==> src/rtl/exm_pipe_stage_if.sv <==
// rtl/exm_pipe_stage_if.sv - memory port bundle between exm_pipe_stage and its data memory
interface exm_pipe_stage_if #(
    parameter int DATA_W = 16,
    parameter int ADDR_W = 11
);
    logic              o_mem_req;
    logic              o_mem_we;
    logic [ADDR_W-1:0] o_mem_addr;
    logic [DATA_W-1:0] o_mem_wdata;
    logic              i_mem_ack;
    logic [DATA_W-1:0] i_mem_rdata;

    modport master (
        output o_mem_req, o_mem_we, o_mem_addr, o_mem_wdata,
        input  i_mem_ack, i_mem_rdata
    );

    modport slave (
        input  o_mem_req, o_mem_we, o_mem_addr, o_mem_wdata,
        output i_mem_ack, i_mem_rdata
    );
endinterface

==> src/rtl/exm_pipe_stage.sv <==
// rtl/exm_pipe_stage.sv - execute/memory stage with ALU, branches and a descending stack
// Optional stack overflow/underflow guard enabled by defining EXM_STACK_GUARD_EN.
module exm_pipe_stage #(
    parameter int          DATA_W  = 16,
    parameter int          ADDR_W  = 11,
    parameter int unsigned SP_INIT = 2**ADDR_W-1
) (
    input  logic                i_clk,
    input  logic                i_reset,
    input  logic                i_valid,
    output logic                o_busy,
    input  logic [3:0]          i_op,
    input  logic [2:0]          i_alu_function,
    input  logic [DATA_W-1:0]   i_data1,
    input  logic [DATA_W-1:0]   i_data2,
    input  logic [2*DATA_W-1:0] i_pc,
    exm_pipe_stage_if.master    mem,
    output logic                o_valid,
    output logic [DATA_W-1:0]   o_result,
    output logic                o_branch_decision,
    output logic [2*DATA_W-1:0] o_pc_new,
    output logic [2:0]          o_flags,
    output logic [ADDR_W-1:0]   o_sp,
    output logic                o_fault
);
    localparam logic [3:0] OP_ALU = 4'd1, OP_MOV = 4'd2, OP_LOAD = 4'd3, OP_STORE = 4'd4,
                           OP_PUSH = 4'd5, OP_POP = 4'd6, OP_CALL = 4'd7, OP_RET = 4'd8,
                           OP_JZ = 4'd9, OP_JN = 4'd10, OP_JC = 4'd11, OP_JMP = 4'd12,
                           OP_SETC = 4'd13, OP_CLRC = 4'd14;
    localparam logic [ADDR_W-1:0] SP_RST = ADDR_W'(SP_INIT);

    typedef enum logic [1:0] {IDLE, ACC0, ACC1} state_t;

    state_t              state, state_nxt;
    logic [3:0]          op_q;
    logic [DATA_W-1:0]   d1_q, lo_q;
    logic [ADDR_W-1:0]   addr_q, sp;
    logic [2*DATA_W-1:0] pc_q;
    logic [2:0]          flags;
    logic [DATA_W:0]     alu_ext;
    logic                alu_c_upd, accept, mem_op, two_phase, final_ack, guard_fault;

    assign accept    = i_valid && (state == IDLE);
    assign mem_op    = (i_op >= OP_LOAD) && (i_op <= OP_RET);
    assign two_phase = (op_q == OP_CALL) || (op_q == OP_RET);
    assign final_ack = mem.i_mem_ack && ((state == ACC1) || (state == ACC0 && !two_phase));
    assign o_flags   = flags;
    assign o_sp      = sp;

`ifdef EXM_STACK_GUARD_EN
    logic [ADDR_W:0] sp_ext;
    assign sp_ext = {1'b0, sp};
    always_comb begin
        guard_fault = 1'b0;
        case (i_op)
            OP_PUSH: guard_fault = (sp_ext == '0);
            OP_CALL: guard_fault = (sp_ext < (ADDR_W+1)'(2));
            OP_POP:  guard_fault = (sp_ext + (ADDR_W+1)'(1) > {1'b0, SP_RST});
            OP_RET:  guard_fault = (sp_ext + (ADDR_W+1)'(2) > {1'b0, SP_RST});
            default: guard_fault = 1'b0;
        endcase
    end
`else
    assign guard_fault = 1'b0;
`endif

    // Top bit of alu_ext is carry for add forms and borrow for subtract forms.
    always_comb begin
        alu_ext   = '0;
        alu_c_upd = 1'b0;
        case (i_alu_function)
            3'd0: begin alu_ext = {1'b0, i_data1} + {1'b0, i_data2}; alu_c_upd = 1'b1; end
            3'd1: begin alu_ext = {1'b0, i_data1} - {1'b0, i_data2}; alu_c_upd = 1'b1; end
            3'd2: alu_ext = {1'b0, i_data1 & i_data2};
            3'd3: alu_ext = {1'b0, i_data1 | i_data2};
            3'd4: alu_ext = {1'b0, ~i_data1};
            3'd5: begin alu_ext = {1'b0, i_data1} + (DATA_W+1)'(1); alu_c_upd = 1'b1; end
            3'd6: begin alu_ext = {1'b0, i_data1} - (DATA_W+1)'(1); alu_c_upd = 1'b1; end
            default: alu_ext = {1'b0, i_data1};
        endcase
    end

    always_ff @(posedge i_clk) begin
        if (i_reset) state <= IDLE;
        else         state <= state_nxt;
    end

    always_comb begin
        state_nxt = state;
        case (state)
            IDLE:    if (accept && mem_op && !guard_fault) state_nxt = ACC0;
            ACC0:    if (mem.i_mem_ack) state_nxt = two_phase ? ACC1 : IDLE;
            ACC1:    if (mem.i_mem_ack) state_nxt = IDLE;
            default: state_nxt = IDLE;
        endcase
    end

    always_comb begin
        o_busy          = (state != IDLE);
        mem.o_mem_req   = (state != IDLE);
        mem.o_mem_we    = (op_q == OP_STORE) || (op_q == OP_PUSH) || (op_q == OP_CALL);
        mem.o_mem_wdata = d1_q;
        mem.o_mem_addr  = addr_q;
        case (op_q)
            OP_PUSH: mem.o_mem_addr = sp;
            OP_POP:  mem.o_mem_addr = sp + ADDR_W'(1);
            OP_CALL: begin
                mem.o_mem_addr  = (state == ACC1) ? sp - ADDR_W'(1) : sp;
                mem.o_mem_wdata = (state == ACC1) ? pc_q[DATA_W-1:0] : pc_q[2*DATA_W-1:DATA_W];
            end
            OP_RET:  mem.o_mem_addr = (state == ACC1) ? sp + ADDR_W'(2) : sp + ADDR_W'(1);
            default: mem.o_mem_addr = addr_q;
        endcase
    end

    always_ff @(posedge i_clk) begin
        if (i_reset) begin
            op_q <= '0; d1_q <= '0; addr_q <= '0; pc_q <= '0; lo_q <= '0;
            sp <= SP_RST; flags <= '0;
            o_valid <= 1'b0; o_result <= '0; o_branch_decision <= 1'b0;
            o_pc_new <= '0; o_fault <= 1'b0;
        end else begin
            o_valid           <= 1'b0;
            o_branch_decision <= 1'b0;
            o_fault           <= 1'b0;
            if (accept) begin
                op_q   <= i_op;
                d1_q   <= i_data1;
                addr_q <= i_data2[ADDR_W-1:0];
                pc_q   <= i_pc;
            end
            if (accept && !mem_op) begin
                o_valid <= 1'b1;
                case (i_op)
                    OP_ALU: begin
                        o_result <= alu_ext[DATA_W-1:0];
                        flags    <= {alu_ext[DATA_W-1:0] == '0, alu_ext[DATA_W-1],
                                     alu_c_upd ? alu_ext[DATA_W] : flags[0]};
                    end
                    OP_MOV:  o_result <= i_data2;
                    OP_JZ, OP_JN, OP_JC, OP_JMP: begin
                        if ((i_op == OP_JMP) || (i_op == OP_JZ && flags[2]) ||
                            (i_op == OP_JN && flags[1]) || (i_op == OP_JC && flags[0])) begin
                            o_branch_decision <= 1'b1;
                            o_pc_new          <= {{DATA_W{1'b0}}, i_data1};
                        end
                    end
                    OP_SETC: flags[0] <= 1'b1;
                    OP_CLRC: flags[0] <= 1'b0;
                    default: ;
                endcase
            end
            if (accept && mem_op && guard_fault) begin
                o_valid  <= 1'b1;
                o_fault  <= 1'b1;
                o_result <= '0;
            end
            if (state == ACC0 && mem.i_mem_ack && op_q == OP_RET) lo_q <= mem.i_mem_rdata;
            // SP commits only on the final acknowledge so o_sp never shows half a CALL/RET.
            if (final_ack) begin
                o_valid <= 1'b1;
                case (op_q)
                    OP_LOAD: o_result <= mem.i_mem_rdata;
                    OP_PUSH: sp <= sp - ADDR_W'(1);
                    OP_POP: begin
                        o_result <= mem.i_mem_rdata;
                        sp       <= sp + ADDR_W'(1);
                    end
                    OP_CALL: begin
                        sp                <= sp - ADDR_W'(2);
                        o_branch_decision <= 1'b1;
                        o_pc_new          <= {{DATA_W{1'b0}}, d1_q};
                    end
                    OP_RET: begin
                        sp                <= sp + ADDR_W'(2);
                        o_branch_decision <= 1'b1;
                        o_pc_new          <= {mem.i_mem_rdata, lo_q};
                    end
                    default: ;
                endcase
            end
        end
    end
endmodule

==> src/flat_wrapper.sv <==
// flat-port wrapper written by rule: the top's interface ports become plain ports
module exm_pipe_stage_flat 
#(
    parameter int          DATA_W  = 16,
    parameter int          ADDR_W  = 11,
    parameter int unsigned SP_INIT = 2**ADDR_W-1
)
  (i_clk, i_reset, i_valid, o_busy, i_op, i_alu_function, i_data1, i_data2, i_pc, o_valid, o_result, o_branch_decision, o_pc_new, o_flags, o_sp, o_fault, mem_o_mem_req, mem_o_mem_we, mem_o_mem_addr, mem_o_mem_wdata, mem_i_mem_ack, mem_i_mem_rdata);
  exm_pipe_stage_if #(.DATA_W(DATA_W), .ADDR_W(ADDR_W)) mem_i ();
  input  logic i_clk;
  input  logic i_reset;
  input  logic i_valid;
  output logic o_busy;
  input  logic [3:0] i_op;
  input  logic [2:0] i_alu_function;
  input  logic [DATA_W-1:0] i_data1;
  input  logic [DATA_W-1:0] i_data2;
  input  logic [2*DATA_W-1:0] i_pc;
  output logic o_valid;
  output logic [DATA_W-1:0] o_result;
  output logic o_branch_decision;
  output logic [2*DATA_W-1:0] o_pc_new;
  output logic [2:0] o_flags;
  output logic [ADDR_W-1:0] o_sp;
  output logic o_fault;
  output wire logic [$bits(mem_i.o_mem_req)-1:0] mem_o_mem_req;
  output wire logic [$bits(mem_i.o_mem_we)-1:0] mem_o_mem_we;
  output wire logic [$bits(mem_i.o_mem_addr)-1:0] mem_o_mem_addr;
  output wire logic [$bits(mem_i.o_mem_wdata)-1:0] mem_o_mem_wdata;
  input wire logic [$bits(mem_i.i_mem_ack)-1:0] mem_i_mem_ack;
  input wire logic [$bits(mem_i.i_mem_rdata)-1:0] mem_i_mem_rdata;
  assign mem_o_mem_req = mem_i.o_mem_req;
  assign mem_o_mem_we = mem_i.o_mem_we;
  assign mem_o_mem_addr = mem_i.o_mem_addr;
  assign mem_o_mem_wdata = mem_i.o_mem_wdata;
  assign mem_i.i_mem_ack = mem_i_mem_ack;
  assign mem_i.i_mem_rdata = mem_i_mem_rdata;
  exm_pipe_stage #(.DATA_W(DATA_W), .ADDR_W(ADDR_W), .SP_INIT(SP_INIT)) u_core (.i_clk(i_clk), .i_reset(i_reset), .i_valid(i_valid), .o_busy(o_busy), .i_op(i_op), .i_alu_function(i_alu_function), .i_data1(i_data1), .i_data2(i_data2), .i_pc(i_pc), .mem(mem_i), .o_valid(o_valid), .o_result(o_result), .o_branch_decision(o_branch_decision), .o_pc_new(o_pc_new), .o_flags(o_flags), .o_sp(o_sp), .o_fault(o_fault));
endmodule
==> config.mk <==
export PLATFORM = sky130hd
export DESIGN_NAME = exm_pipe_stage_flat
export DESIGN_NICKNAME = d
export VERILOG_FILES = /design/src/rtl/exm_pipe_stage_if.sv /design/src/rtl/exm_pipe_stage.sv /design/src/flat_wrapper.sv
export SDC_FILE = /design/constraint.sdc
export NUM_CORES = 1
export LEC_CHECK = 0
export ABC_CLOCK_PERIOD_IN_PS = 5000
export BUFFER_PORTS_ARGS = -buffer_cell sky130_fd_sc_hd__buf_2
export CORE_MARGIN = 2
export CORE_UTILIZATION = 51
export CTS_CLUSTER_DIAMETER = 120
export CTS_CLUSTER_SIZE = 14
export DETAILED_ROUTE_END_ITERATION = 8
export GPL_TIMING_DRIVEN = 0
export PLACE_DENSITY = 0.87
export SYNTH_ARGS = -nofsm -noshare
export SYNTH_HDL_FRONTEND = slang
export SYNTH_SLANG_ARGS = --single-unit
==> constraint.sdc <==
create_clock -name i_clk -period 5 [get_ports i_clk]
set_clock_uncertainty 0.05 [all_clocks]
set_input_delay 0.5 -clock i_clk [delete_from_list [all_inputs] [get_ports i_clk]]
set_output_delay 0.5 -clock i_clk [all_outputs]
set_load 0.02 [all_outputs]
==> results.json, run 1 <==
{
  "status": "finished with violations",
  "violations": "design-rule violations",
  "reg2regPathDepth": 12,
  "p_sw_mw": 0.985,
  "synth-seq-area-share_pct": 30.7,
  "worstHoldEndpoint": "u_core.pc_q[6]$_SDFFE_PP0P_",
  "r2r_end": "u_core.o_pc_new[28]$_SDFF_PP0_",
  "synth_ff_type": "dfxtp_1",
  "hp-start": "i_pc[6]",
  "ctsLongestPathBuffers": 2,
  "synth_edf_count": 0,
  "grt_overflow": 0,
  "synthesis.area_um2": 9460,
  "utilization_pct": 62.6,
  "path_clk_slew_ps": 60,
  "endpoint_kind": "flip-flop",
  "reg2reg_from": "u_core.op_q[2]$_SDFFE_PP0P_",
  "slew_viol_final": 0,
  "cts.sinks": 145,
  "drtPass1Iterations": 9,
  "setup_violations": 0,
  "reg2reg_slack_ps": 1540,
  "place_congestion": 0.999,
  "num_rows": 49,
  "synth_top_area_share_pct": 30.7,
  "ys_async_sr_fraction_pct": 0,
  "htreeDepth": 4,
  "gr-usage-all-layers_pct": 36.3,
  "grt_pass1_wl_um": 56200,
  "netlist_instances": 1324,
  "dieArea_um2": 19700,
  "viasPerCell": 6.44,
  "power_density_nw_per_um2": 292,
  "synthTopCellsByCount": "nand2_1, a21oi_1, dfxtp_1",
  "holdWs_ps": 255,
  "drc": 8,
  "cp_max_fo": 10,
  "num_io_pins": 186,
  "ir_drop_v": 0.000272,
  "drtIter0Drc": 1371,
  "vias": 11300,
  "start_kind": "input port",
  "max_freq_mhz": 211,
  "syn_area_per_cell_um2": 7.15,
  "cp.required_ps": 5240,
  "finalCritPeriodShare_pct": 94.8,
  "grt_start_max_net_pins": 17,
  "seq_power_share_pct": 37.1,
  "grt_pass1_vias": 10600,
  "hpwl_um": 27900,
  "worst_pin_slew_ps": 1050,
  "clkPwrFrac_pct": 41.8,
  "wl_um": 36800,
  "critical_path_class": "input port to flip-flop",
  "cts_tree": "built",
  "finalCriticalPeriod_ps": 4740,
  "layout-drive-gt1-share_pct": 15.4,
  "synth_seq_cells": 145,
  "hold_depth": 3,
  "die_x_um": 140,
  "cts-root-buf": "clkbuf_16",
  "grt_setup_unrepaired": "no",
  "io_buffers": 175,
  "leakagePower_nw": 4.54,
  "synth_top_area_cell": "dfxtp_1",
  "hold_class": "input port to flip-flop",
  "relSlewSlack_pct": 29.6,
  "yosysMostFrequentCell": "nand2_1",
  "antenna_left": 0,
  "clk_latency_ps": 430,
  "synth_area_leaders": "dfxtp_1, nand2_1, a21oi_1",
  "hold_buffers": 0,
  "core_area_um2": 18100,
  "internal-power_mw": 2.32,
  "final.setup.tns_ps": 0,
  "synth_cell_types": 71,
  "die_h_um": 140,
  "area_delta_synth_final_pct": 19.6,
  "antenna_found_initial": 1,
  "max-cap-violations": 0,
  "cts_made_buffers": 17,
  "detail_route.wl_per_cell_um": 20.9,
  "power_frac_comb_pct": 21.1,
  "synth_nets": 1438,
  "crit_arrival_ps": 4980,
  "nNetsFinal": 1632,
  "fillers": 1620,
  "hold_violations": 0,
  "switching_share_pct": 29.8,
  "ys_warn_count": 0,
  "initial_core_util_pct": 52.3
}
==> how the worst max path moves through the flow <==
stage                            from                        endpoint  slack [ps]  cells past startpoint
CTS                 i_alu_function[0]  u_core.o_result[15]$_SDFF_PP0_           5                     18
global placement    i_alu_function[0]  u_core.o_flags[0]$_SDFFE_PP0P_       -1230                     16
finish              i_alu_function[0]  u_core.o_result[15]$_SDFF_PP0_         260                     18
global route        i_alu_function[0]  u_core.o_result[14]$_SDFF_PP0_           6                     19
floorplan           i_alu_function[0]  u_core.o_flags[2]$_SDFFE_PP0P_         180                     17
detailed placement  i_alu_function[0]  u_core.o_flags[0]$_SDFFE_PP0P_       -1280                     16
==> timing repair <==
item,in CTS,in global routing
setup endpoints to repair,8,8
setup buffers,1,0
gates resized for setup,7,15
pin swaps,1,0
==> sequential cells by signal, summed over array words and instances, names as in the netlist, 2 cells and up <==
name,count
u_core.d1_q,16
u_core.o_flags,3
u_core.o_sp,11
u_core.lo_q,16
u_core.pc_q,32
u_core.op_q,4
u_core.o_pc_new,32
u_core.addr_q,11
u_core.state,2
u_core.o_result,16
==> placed cells by master (no fill, tap or decap), drive strengths merged, types with 22 or more instances in the layout <==
| cell type | netlist | layout |
|---|---|---|
| nand2 | 268 | 268 |
| buf | 21 | 198 |
| a21oi | 151 | 151 |
| dfxtp | 145 | 145 |
| nor2 | 134 | 134 |
| clkbuf | 93 | 113 |
| a22oi | 43 | 43 |
| o21ai | 40 | 40 |
| o221ai | 29 | 29 |
| nor3 | 27 | 27 |
| a31oi | 24 | 24 |
| ha | 22 | 22 |
==> per-layer routing <==
metal / track usage, % / wire (um) / vias up
met1: 45.0 / 13800 / 5199
met3: 7.69 / 4100 / 201
met4: 22.9 / 2610 / 0
met2: 57.4 / 16200 / 784
met5: 0 / 0 / -
li1: - / - / 5152
==> cell families after synthesis <==
family / after synthesis / synth area share (%)
mux: 15 / 1.61
xor+xnor: 40 / 3.70
other cells: 1 / 0.0396
simple gates: 536 / 24.8
compound gates: 422 / 29.6
fa+ha+maj: 33 / 4.18
flops: 145 / 30.7
buf+inv: 132 / 5.43
==> worst max-delay path, stage by stage <==
cell and delay [ps]:
buf_2 120, clkbuf_2 210, buf_2 250, clkbuf_4 270, nor2b_4 250, nand2_1 160, buf_2 260, o221ai_1 280
ha_1 290, nor2b_1 140, o31a_1 300, o21ai_0 320, o221ai_1 260, a21o_1 260, a211oi_1 360, nor2_1 80
o31ai_1 500, a311oi_1 160
==> stage by stage <==
step	instances	worst slack, ps	power, mW	instance area (um2)
global route	1758	5.95	3.41	11300
finish	1759	262	3.30	11300
global placement	1728	-1230	1.90	10600
detailed placement	1728	-1280	1.91	10600
CTS	1759	5.19	3.27	11300
floorplan	1324	178	1.69	9460
==> power groups by stage <==
| stage | Clock, mW | Sequential, mW | Combinational [mW] |
|---|---|---|---|
| floorplan | 0 | 1.25 | 0.438 |
| global placement | 0 | 1.25 | 0.649 |
| detailed placement | 0 | 1.25 | 0.662 |
| CTS | 1.37 | 1.22 | 0.671 |
| global route | 1.43 | 1.23 | 0.752 |
| finish | 1.38 | 1.22 | 0.695 |
==> area by class of cell <==
cell class | instances | area, um2 | share of cell area (%)
Antenna cell | 1 | 2.50 | 0.0221
Inverter | 18 | 67.6 | 0.597
Buffer | 113 | 453 | 4.00
Tap cell | 229 | 287 | 2.53
Clock buffer | 22 | 474 | 4.19
Multi-Input combinational cell | 1047 | 6090 | 53.8
Clock inverter | 8 | 154 | 1.36
Timing Repair Buffer | 176 | 883 | 7.81
Sequential cell | 145 | 2900 | 25.7
No activity file was read; power rests on OpenSTA's default activity.
==> inputs of run 2 (changes only) <==
CORE_MARGIN = 5   (was 2)
==> run 2 against run 1 <==
The run now ends clean. Largest cell class unchanged. Largest power group unchanged. Critical path depth is 1 lower. Cell count is 0.11% higher. Clock power is 6% lower. Via count is 0.86% higher. Combinational power is 0.7% lower. Total power is 2.5% lower. Sequential power hardly changed. First-iteration DRC count is 4.4% higher. Sequential share of layout area is 0.12 points higher. Utilization is 0.30 points lower. Non-clock buffer count stayed put. Global-route usage is 3.5 points lower.
==> results.json, run 2 (same netlist as run 1, synthesis figures left out) <==
{
  "grt_start_max_net_pins": 17,
  "die_x_um": 146,
  "finalCritPeriodShare_pct": 96.8,
  "detail_route.wl_per_cell_um": 20.9,
  "cp.required_ps": 5230,
  "grt_overflow": 0,
  "clk_latency_ps": 430,
  "setup_violations": 0,
  "fin_area_um2": 11300,
  "leakagePower_nw": 4.52,
  "hp-start": "i_pc[7]",
  "dp.cells": 1728,
  "layoutNonFillerInstCount": 1761,
  "hold_class": "input port to flip-flop",
  "final_cell_mix": "nand2_1, buf_2, a21oi_1",
  "gr-usage-all-layers_pct": 32.7,
  "nNetsFinal": 1632,
  "dpl_cell_area_um2": 10600,
  "reg2reg_slack_ps": 1410,
  "layout-drive-gt1-share_pct": 15.4,
  "slew_viol_final": 0,
  "drc": 0,
  "relSlewSlack_pct": 32.9,
  "cts_tree": "built",
  "num_rows": 49,
  "wl_um": 36800,
  "ctsLongestPathBuffers": 2,
  "cts_made_buffers": 17,
  "holdWs_ps": 256,
  "hold_buffers": 0,
  "htreeDepth": 4,
  "utilization_pct": 62.3,
  "cts-root-buf": "clkbuf_16",
  "ir_drop_v": 0.000268,
  "max-cap-violations": 0,
  "status": "complete, no violations",
  "p_total_mw": 3.22,
  "startpoint": "i_alu_function[0]",
  "reg2reg_from": "u_core.op_q[2]$_SDFFE_PP0P_",
  "area_delta_synth_final_pct": 19.0,
  "vias": 11400,
  "cts.sinks": 145,
  "max_freq_mhz": 207,
  "hpwl_um": 27900,
  "antenna_left": 0,
  "dieArea_um2": 21400,
  "place_congestion": 1.05,
  "io_buffers": 175,
  "drtIter0Drc": 1432,
  "hold_violations": 0,
  "viasPerCell": 6.49,
  "path_clk_slew_ps": 70,
  "worst_pin_slew_ps": 1000,
  "endpoint_kind": "flip-flop",
  "cp_max_fo": 14,
  "core_area_um2": 18100,
  "initial_core_util_pct": 52.3,
  "power_density_nw_per_um2": 286,
  "grt_pass1_vias": 10700,
  "critical_path_class": "input port to flip-flop",
  "antenna_found_initial": 1,
  "crit_arrival_ps": 5070,
  "start_kind": "input port",
  "top_regs": "u_core.o_pc_new x32, u_core.pc_q x32",
  "die_h_um": 146,
  "grt_pass1_wl_um": 56800,
  "final_common_cell": "nand2_1",
  "drtPass1Iterations": 8,
  "num_io_pins": 186,
  "finalCriticalPeriod_ps": 4840
}
## run 2: per-layer routing
metal | GRT usage, % | share of wire [%]
met2 | 50.6 | 43
met1 | 40.8 | 38
met3 | 7.72 | 12
met4 | 21.6 | 7.7
met5 | 0 | 0
## run 2: power by group
part           internal [mW]  switching, mW  leakage [nW]
Combinational          0.246          0.444          3.05
Sequential              1.20         0.0290          1.18
Clock                  0.758          0.546         0.287
Total                   2.20           1.02          4.52
## run 2: worst max-delay path, stage by stage
cell and delay (ps):
buf_2 230, buf_2 270, clkbuf_2 320, nor2b_4 280
nand2_1 170, clkbuf_2 270, o221ai_1 310, ha_1 290
nor2b_1 140, o31a_1 290, o21ai_0 330, o221ai_1 270
a21o_1 250, a211oi_1 350, nor2_1 70, o31ai_1 550
a311oi_1 180
## run 2: cell type report
class / instances / area [um2]
diodes: 1 / 2.50
multi-input cells: 1047 / 6070
inverters: 18 / 67.6
well taps: 229 / 287
plain buffers: 113 / 450
fillers: 1626 / 6830
clock buffers: 19 / 443
flip-flops and latches: 145 / 2900
clock inverters: 13 / 149
repair buffers: 176 / 883
## run 2: repair_timing
action,CTS,global route
setup endpoints to repair,8,7
buffers inserted,0,1
endpoints found under the hold margin,0,0
gates resized for setup,7,8
pin swaps,0,1
## run 2: final timing paths
| kind | endpoint | depth (start not counted) |
|---|---|---|
| max | u_core.o_result[15]$_SDFF_PP0_ | 17 |
| min reg2reg | u_core.pc_q[29]$_SDFFE_PP0P_ | 2 |
| max reg2reg | u_core.o_pc_new[23]$_SDFF_PP0_ | 12 |
| min | u_core.pc_q[7]$_SDFFE_PP0P_ | 3 |
## run 2: per-stage QoR
| step | setup slack [ps] | setup TNS, ps |
|---|---|---|
| final | 158 | 0 |
| after global routing | -24.6 | -39.3 |
| after floorplan | 178 | 0 |
| after global placement | -1270 | -7340 |
| after detailed placement | -1260 | -7860 |
| after CTS | 65.5 | 0 |
